`config.mk`:
```
export PLATFORM = sky130hd
export DESIGN_NAME = othello_dir_validator
export DESIGN_NICKNAME = d
export VERILOG_FILES = /design/src/rtl/othello_dir_validator.sv
export SDC_FILE = /design/constraint.sdc
export NUM_CORES = 1
export LEC_CHECK = 0
export ABC_AREA = 1
export CAP_MARGIN = 20
export CORE_MARGIN = 3
export CORE_UTILIZATION = 40
export CTS_CLUSTER_DIAMETER = 60
export DETAILED_ROUTE_END_ITERATION = 16
export DONT_BUFFER_PORTS = 1
export GPL_TIMING_DRIVEN = 0
export REMOVE_ABC_BUFFERS = 1
export SETUP_SLACK_MARGIN = 0.05
export SLEW_MARGIN = 15
export SYNTH_ARGS = -nofsm -noshare
export SYNTH_HDL_FRONTEND = slang
export SYNTH_SLANG_ARGS = --single-unit
```
`constraint.sdc`:
```
create_clock -name clock -period 3.2 [get_ports clock]
set_input_delay 0.96 -clock clock [delete_from_list [all_inputs] [get_ports clock]]
set_output_delay 0.96 -clock clock [all_outputs]
set_load 0.02 [all_outputs]
```
`src/rtl/othello_dir_validator.sv`:
```
// Walks one Othello direction through the board RAM and reports whether the player flanks opponent discs.
// Optional macro OTHELLO_VALIDATOR_FLIP_EN adds a FLIP state that writes the captured cells back as own colour.
module othello_dir_validator #(
  parameter int BOARD_W    = 10,
  parameter int BOARD_SIZE = 100
) (
  input  logic       clock,
  input  logic       reset,
  input  logic [6:0] s_addr_in,
  input  logic       player,
  input  logic [3:0] step_in,
  input  logic       step_neg,
  input  logic       ld,
  input  logic       enable,
  input  logic [1:0] data_in,
  output logic [6:0] addr_out,
  output logic       wren_o,
  output logic [1:0] data_out,
  output logic       dir_status_o,
  output logic       s_done_o
);

  typedef enum logic [2:0] {
    IDLE, READY, REQ, WAIT, CHECK,
`ifdef OTHELLO_VALIDATOR_FLIP_EN
    FLIP,
`endif
    DONE
  } state_t;

  state_t     state_q, state_d;
  logic [6:0] start_q, start_d;
  logic       player_q, player_d;
  logic [3:0] step_q, step_d;
  logic       neg_q, neg_d;
  logic [6:0] cur_q, cur_d;
  logic [3:0] count_q, count_d;
  logic [6:0] addr_q, addr_d;
  logic       dir_q, dir_d;
  logic       done_q, done_d;

  logic [7:0] fwd;
  logic       fwd_oor;
  logic       step_legal;
  logic [1:0] own, opp;

  // 8-bit arithmetic: a 7-bit borrow wraps above 127, so one compare catches both ends
  function automatic logic [7:0] step_addr(input logic [6:0] a, input logic [3:0] s, input logic neg);
    return neg ? ({1'b0, a} - {4'b0, s}) : ({1'b0, a} + {4'b0, s});
  endfunction

  assign fwd        = step_addr(cur_q, step_q, neg_q);
  assign fwd_oor    = (fwd >= 8'(BOARD_SIZE));
  assign step_legal = (step_q == 4'd1) || (step_q == 4'(BOARD_W - 1)) ||
                      (step_q == 4'(BOARD_W)) || (step_q == 4'(BOARD_W + 1));
  assign own        = player_q ? 2'b10 : 2'b01;
  assign opp        = player_q ? 2'b01 : 2'b10;

`ifdef OTHELLO_VALIDATOR_FLIP_EN
  logic [7:0] back;
  logic       wren_q, wren_d;
  logic [1:0] wdata_q, wdata_d;
  assign back = step_addr(cur_q, step_q, ~neg_q);
`endif

  always_comb begin
    state_d  = state_q;
    start_d  = start_q;
    player_d = player_q;
    step_d   = step_q;
    neg_d    = neg_q;
    cur_d    = cur_q;
    count_d  = count_q;
    addr_d   = addr_q;
    dir_d    = dir_q;
    done_d   = done_q;
`ifdef OTHELLO_VALIDATOR_FLIP_EN
    wren_d   = 1'b0;
    wdata_d  = 2'b00;
`endif
    if (ld) begin
      start_d  = s_addr_in;
      player_d = player;
      step_d   = step_in;
      neg_d    = step_neg;
      cur_d    = s_addr_in;
      count_d  = 4'd0;
      dir_d    = 1'b0;
      done_d   = 1'b0;
      state_d  = READY;
    end else begin
      case (state_q)
        READY: if (enable) begin
          if (!step_legal || fwd_oor) begin
            dir_d   = 1'b0;
            done_d  = 1'b1;
            state_d = DONE;
          end else begin
            cur_d   = fwd[6:0];
            addr_d  = fwd[6:0];
            state_d = REQ;
          end
        end
        REQ:  state_d = WAIT;
        WAIT: state_d = CHECK;
        CHECK: begin
          if (data_in == opp) begin
            count_d = count_q + 4'd1;
            if (fwd_oor) begin
              dir_d   = 1'b0;
              done_d  = 1'b1;
              state_d = DONE;
            end else begin
              cur_d   = fwd[6:0];
              addr_d  = fwd[6:0];
              state_d = REQ;
            end
          end else if (data_in == own) begin
            dir_d = (count_q != 4'd0);
`ifdef OTHELLO_VALIDATOR_FLIP_EN
            if (count_q != 4'd0) begin
              cur_d   = back[6:0];
              addr_d  = back[6:0];
              wren_d  = 1'b1;
              wdata_d = own;
              state_d = FLIP;
            end else begin
              done_d  = 1'b1;
              state_d = DONE;
            end
`else
            done_d  = 1'b1;
            state_d = DONE;
`endif
          end else begin
            dir_d   = 1'b0;
            done_d  = 1'b1;
            state_d = DONE;
          end
        end
`ifdef OTHELLO_VALIDATOR_FLIP_EN
        // count_q is the number of writes still outstanding, including the one on the bus now
        FLIP: begin
          if (count_q > 4'd1) begin
            count_d = count_q - 4'd1;
            cur_d   = back[6:0];
            addr_d  = back[6:0];
            wren_d  = 1'b1;
            wdata_d = own;
          end else begin
            done_d  = 1'b1;
            state_d = DONE;
          end
        end
`endif
        default: ;
      endcase
    end
  end

  always_ff @(posedge clock or posedge reset) begin
    if (reset) begin
      state_q  <= IDLE;
      start_q  <= '0;
      player_q <= 1'b0;
      step_q   <= '0;
      neg_q    <= 1'b0;
      cur_q    <= '0;
      count_q  <= '0;
      addr_q   <= '0;
      dir_q    <= 1'b0;
      done_q   <= 1'b0;
`ifdef OTHELLO_VALIDATOR_FLIP_EN
      wren_q   <= 1'b0;
      wdata_q  <= 2'b00;
`endif
    end else begin
      state_q  <= state_d;
      start_q  <= start_d;
      player_q <= player_d;
      step_q   <= step_d;
      neg_q    <= neg_d;
      cur_q    <= cur_d;
      count_q  <= count_d;
      addr_q   <= addr_d;
      dir_q    <= dir_d;
      done_q   <= done_d;
`ifdef OTHELLO_VALIDATOR_FLIP_EN
      wren_q   <= wren_d;
      wdata_q  <= wdata_d;
`endif
    end
  end

  assign addr_out     = addr_q;
  assign dir_status_o = dir_q;
  assign s_done_o     = done_q;
`ifdef OTHELLO_VALIDATOR_FLIP_EN
  assign wren_o   = wren_q;
  assign data_out = wdata_q;
`else
  assign wren_o   = 1'b0;
  assign data_out = 2'b00;
`endif

  // start is latched for completeness of the load; the walk itself tracks cur
  logic unused_ok;
  assign unused_ok = ^start_q;

endmodule

```
### After elaboration in Yosys (flattened, before gate mapping)

Cells that the tools add are included.

* bits in registers: 29
* logic and storage cells: 81
* input bits: 19
* output and inout port bits: 12

* $lt $le $gt $ge: 1
* eq/ne operators: 20
* reductions and logical operators: 16
* muxes and demuxes: 31
* bitwise operators: 1
* add/sub/neg operators: 3

Operators by type and width (count)
* $mux 7: 5
* $mux 3: 5
* $ne 3x3->1 const B: 5
* $pmux 7 s2: 1
* $eq 4x4->1 const B: 3
* $mux 4: 3
* $pmux 3 s4: 1
* $mux 1: 11
* $add 7x4->8: 1
* $ge 8x7->1 const B: 1
* $mux 8: 1
* $ne 2x2->1 const B: 4
* $sub 7x4->8: 1
* $eq 3x2->1 const B: 2
* $reduce_and 6->1: 1
* $reduce_bool 2->1: 3
* $reduce_and 5->1: 1
* $reduce_bool 5->1: 1
* $add 4x1->4 const B: 1
* $eq 2x2->1: 2
* $eq 4x1->1 const B: 1
* $logic_or 1x1->1: 4
* $mux 2: 2
* $ne 4x4->1 const B: 1
* 9 further kinds: 11

### Logic depth before layout (Yosys ltp)

* depth in word-level cells: 10
* depth in mapped cells: 21
* gate-level depth less buffers: 21

### Worst setup path after synthesis

Ideal clock, no wire load.

* path type: reg2reg
* from: reg step_q[1]
* to: reg addr_q[2] (netlist: addr_out[2])
* buffers on the path: 1
* cell stages (with the launch flop): 17
* required time: 3081 ps
* slack: 718 ps
* arrival time: 2363 ps
* cell sequence: dfrtp_1 > nor3_1 > ha_1 > o21ai_0 > ha_1 > nand2_1 > inv_1 > nand2_1 > nand3_1 > nand2_1 > nand2_2 > nand3_2 > nand3_2 > nor3_4 > buf_6 > nand2_1 > o21a_1

* longest elaborated chain between the ends: 8
* elaborated cells between the ends (all ways): 21
* classes of those cells: 2 x add/sub; 1 x order compare; 6 x eq/ne; 6 x mux; 6 x reduce/logical

RTL lines
* from (decl): line 34 `logic [3:0] step_q, step_d;`
* from (signal assigned): line 181 `step_q <= step_d;`
* branches (longest 8 deep; another with $add 7x4->8)
* to (signal assigned): line 185 `addr_q <= addr_d;`
* to (decl): line 38 `logic [6:0] addr_q, addr_d;`

Parallel ways; which one is timed is not known. The select of a mux whose other input is x is not followed.
A chain may end at the register's enable or synchronous reset.

### Final worst setup path

* from: reg step_q[1]
* to: reg cur_q[5]

* longest elaborated chain between the ends: 8
* elaborated cells between the ends (all ways): 22
* classes of those cells: 2 x add/sub; 1 x order compare; 6 x eq/ne; 7 x mux; 6 x reduce/logical

RTL lines
* branches (longest 8 deep; another with $add 7x4->8)
* to (signal assigned): line 183 `cur_q <= cur_d;`
* to (decl): line 36 `logic [6:0] cur_q, cur_d;`

Parallel ways; which one is timed is not known. The select of a mux whose other input is x is not followed.

==> results.txt <==
----------------------------------------------------
[Global route]
  Remaining Overflow, GRT ... 0
  Largest net degree at the start of global routing ... 34
  Number of global-route vias before repair ... 1,619
  GRT Overall Usage ... 0.156
  Initial antenna violation count ... 0
  Global-route wire length before repair ... 7340 um

[Logic synthesis]
  Count of distinct cell types in the synthesized netlist ... 30
  Sequential element share of the synthesized area ... 0.369
  Most area-hungry cell type in the Yosys netlist ... dfrtp_1
  Post-synth ARST share ... 1.00
  Cell Area, Synth ... 1970 um^2
  Largest cells by area after synthesis ... dfrtp_1 (37%), nand2_1 (14%), ha_1 (8.9%)
  Post-synthesis mux area share ... 0
  Post-Synthesis Mean Instance Area ... 7.43 um^2
  Fraction of the mapped netlist area in simple logic gates ... 0.304
  Combinational family with the most area after synthesis ... simple AND/OR/NAND/NOR gates
  Synthesized instance count ... 265
  Fraction of post-synthesis cell area in the top cell type by area ... 0.369
  Post-synthesis share of cell area spent on xor and xnor gates ... 0.0178
  Yosys warnings ... 0
  Post-synth EDFFs ... 0
  Count of state elements after synthesis ... 29
  Adder and majority cell fraction of the synthesized area ... 0.0992
  Complex-gate fraction of the synthesized area ... 0.115
  Most frequently used flop master after synthesis ... dfrtp_1

[Clocking]
  Number of levels in the clock H-tree ... 2
  Clock-pin slew of the registers on the worst-case setup and hold paths ... 0.06 ns
  Maximum buffer depth of the clock tree ... 2
  TritonCTS clock tree ... done
  Total of hold buffers inserted after clock tree synthesis ... 0
  Total clock buffers created by CTS ... 5
  Clock root buffer master ... clkbuf_8
  Worst skew pair latency ... 0.29 ns
  CTS sink cnt ... 29

[Finish]
  Final non-filler cell area ... 2190 um^2
  Final standard cell utilization of the core ... 0.479
  Ant. Diodes ... 0
  Area growth syn-to-layout ... 11.2%
  Fraction of layout cells with a size suffix above 1 ... 0.107
  Nets ... 303
  Final-layout fill cell count ... 479

[Routing]
  Vias post-DR ... 1,649
  Number of nets with antenna violations after routing ... 0
  Number of detailed-route iterations in the first pass ... 4
  Sum of routed wire length over all layers ... 4120 um
  Post-DR vias/cell ... 4.92
  Average wire per standard cell ... 12.3 um
  DRC violation count after routing ... 0
  Iteration-0 DRC Markers ... 60

[STA]
  Max-slew violation total from the final report ... 0
  Tmin final ... 2.83 ns
  Fmax achieved ... 353 MHz
  Post-route worst setup slack ... 0.366 ns
  Final hold viol count ... 0
  RSZ-0062 raised after global routing ... false
  Setup tns final ... 0 ns
  Total of endpoints with negative setup slack in the final report ... 0
  Max Clock Skew ... 0.0135 ns
  Part of the cycle the worst path needs ... 0.886

[Floorplanning]
  Row count ... 24
  Area enclosed by the die boundary ... 5800 um^2
  Top-level I/O count ... 31
  Horizontal die dimension ... 76.1 um
  Effective utilization at floorplan ... 0.431
  Die height ... 76.1 um
  Area of the core ... 4560 um^2

[Placement]
  Detailed Place HPWL ... 3230 um
  Buffers on Ports ... 0
  Pre-CTS setup slack ... 0.238 ns
  Final weighted congestion in routability-driven placement ... 0.809
  Area after DPL ... 2040 um^2

[Setup path]
  Data required time of the worst path ... 3.36 ns
  Launching element type of the critical path ... flop
  Crit path to ... cur_q[5]
  Worst Setup End Kind ... flop
  Flop-to-flop setup slack ... 0.37 ns
  Arrival time at the worst endpoint ... 3.00 ns
  Path depth of the worst reg2reg path ... 17
  Highest net fanout along the worst path ... 8
  Crit Reg-Reg Endpoint ... cur_q[5]
  Reg2Reg Launch Point ... step_q[1]
  Worst setup path startpoint ... step_q[1]
  Kind of critical path ... reg -> reg

[Pwr]
  Overall power after layout ... 0.00201 W
  Total leakage power ... 1.12 nW
  Areal power density over the cells ... 918 nW/um^2
  Highest ir drop seen on vdd ... 0.309 mV

[Min path]
  Min-delay worst type ... reg -> reg

[Status]
  Status ... finished clean

[Run]
  Number of max-cap violations ... 0

----------------------------------------------------
-- routing by layer --
metal | global-route usage | vias up | share of wire
li1 | - | 860 | -
met1 | 0.194 | 744 | 0.47
met2 | 0.257 | 36 | 0.47
met3 | 0.0473 | 9 | 0.050
met4 | 0.0562 | 0 | 0.017
met5 | 0 | - | 0
-- worst max-delay path, cell delays in order (launching register included) --
cell	delay (ns)
dfrtp_1	0.42
inv_1	0.15
ha_1	0.19
nand2_1	0.08
o21ai_1	0.23
ha_1	0.33
a21oi_1	0.25
nand3_1	0.11
nand2_1	0.08
nand2_2	0.06
nand3_2	0.11
nand3_1	0.07
nand2_1	0.11
nand2_1	0.07
nand2_2	0.16
nand2_2	0.16
nand2_1	0.09
nand2_1	0.05
-- cells by family after synthesis --
| family | Yosys count |
|---|---|
| xor gates and xnor gates | 4 |
| AOI/OAI and AO/OA | 39 |
| adders and majority gates | 15 |
| buffers and inverters | 44 |
| and+or+nand+nor | 133 |
| other | 1 |
| DFF | 29 |
-- report_power, final --
group / total (W) / leakage (nW) / internal (W) / switching, W
combinational: 0.000967 / 0.700 / 0.000352 / 0.000615
sequential: 0.000644 / 0.358 / 0.000491 / 0.000153
clock: 0.000398 / 0.0585 / 0.000254 / 0.000145
total: 0.00201 / 1.12 / 0.00110 / 0.000912
-- per-stage QoR --
stage	cells	hold WS (ns)
floorplan	259	0.442
global placement	324	0.462
detailed placement	326	0.461
CTS	334	0.477
global route	335	0.512
finish	335	0.472
-- flip-flops by register name, indices dropped and copies added, names as in the netlist --
signal        flops
addr_out          7
count_q           4
neg_q             1
step_q            4
dir_status_o      1
s_done_o          1
state_q           3
cur_q             7
player_q          1
-- cells in the final DEF (no fill, tap or decap), types with 2 or more instances in the layout --
cell type and n:
o21ai_1 3, nand3_1 26, nor2_1 14, conb_1 3, nand2_2 10, o21a_1 8
nor3_1 2, ha_1 13, dfrtp_1 28, nand3_2 2, inv_1 34, o21ai_0 19
clkbuf_8 6, nand2_1 73, buf_8 2, a21oi_1 5, xnor2_1 3
-- what timing repair did --
item | 4_1_cts | 5_1_grt
gates resized for setup | 0 | 7
endpoints found under the hold margin | 0 | 0
setup endpoints to repair | 0 | 15
buffers inserted | 0 | 1
-- worst min-delay path by stage --
stage,end,cells after the start,slack [ns],from
after floorplan,cur_q[0],2,0.44,cur_q[0]
after global placement,cur_q[0],2,0.46,cur_q[0]
after detailed placement,cur_q[0],2,0.46,cur_q[0]
after CTS,cur_q[0],2,0.48,cur_q[0]
after global routing,cur_q[0],2,0.51,cur_q[0]
final,cur_q[0],2,0.47,cur_q[0]
-- cell usage after synthesis, types with 2 or more instances --
| library cell | n |
|---|---|
| xnor2_1 | 3 |
| nand3_1 | 26 |
| nand3_2 | 2 |
| ha_1 | 14 |
| o21a_1 | 8 |
| dfrtp_1 | 29 |
| nand2_1 | 73 |
| nand2_2 | 10 |
| buf_4 | 3 |
| inv_1 | 34 |
| o21ai_0 | 22 |
| nor3_1 | 3 |
| a21oi_1 | 5 |
| nor2_1 | 14 |
| clkbuf_1 | 4 |
-- final cells by class --
type | instances | area, um^2 | area share
multi-input cells | 194 | 1080 | 0.493
flip-flops and latches | 29 | 727 | 0.332
inverters | 36 | 135 | 0.0617
clock buffers | 7 | 86.3 | 0.0395
well taps | 65 | 81.3 | 0.0372
repair buffers | 3 | 50.0 | 0.0229
clock inverters | 1 | 30.0 | 0.0137
(Power assumes the default switching activity.)
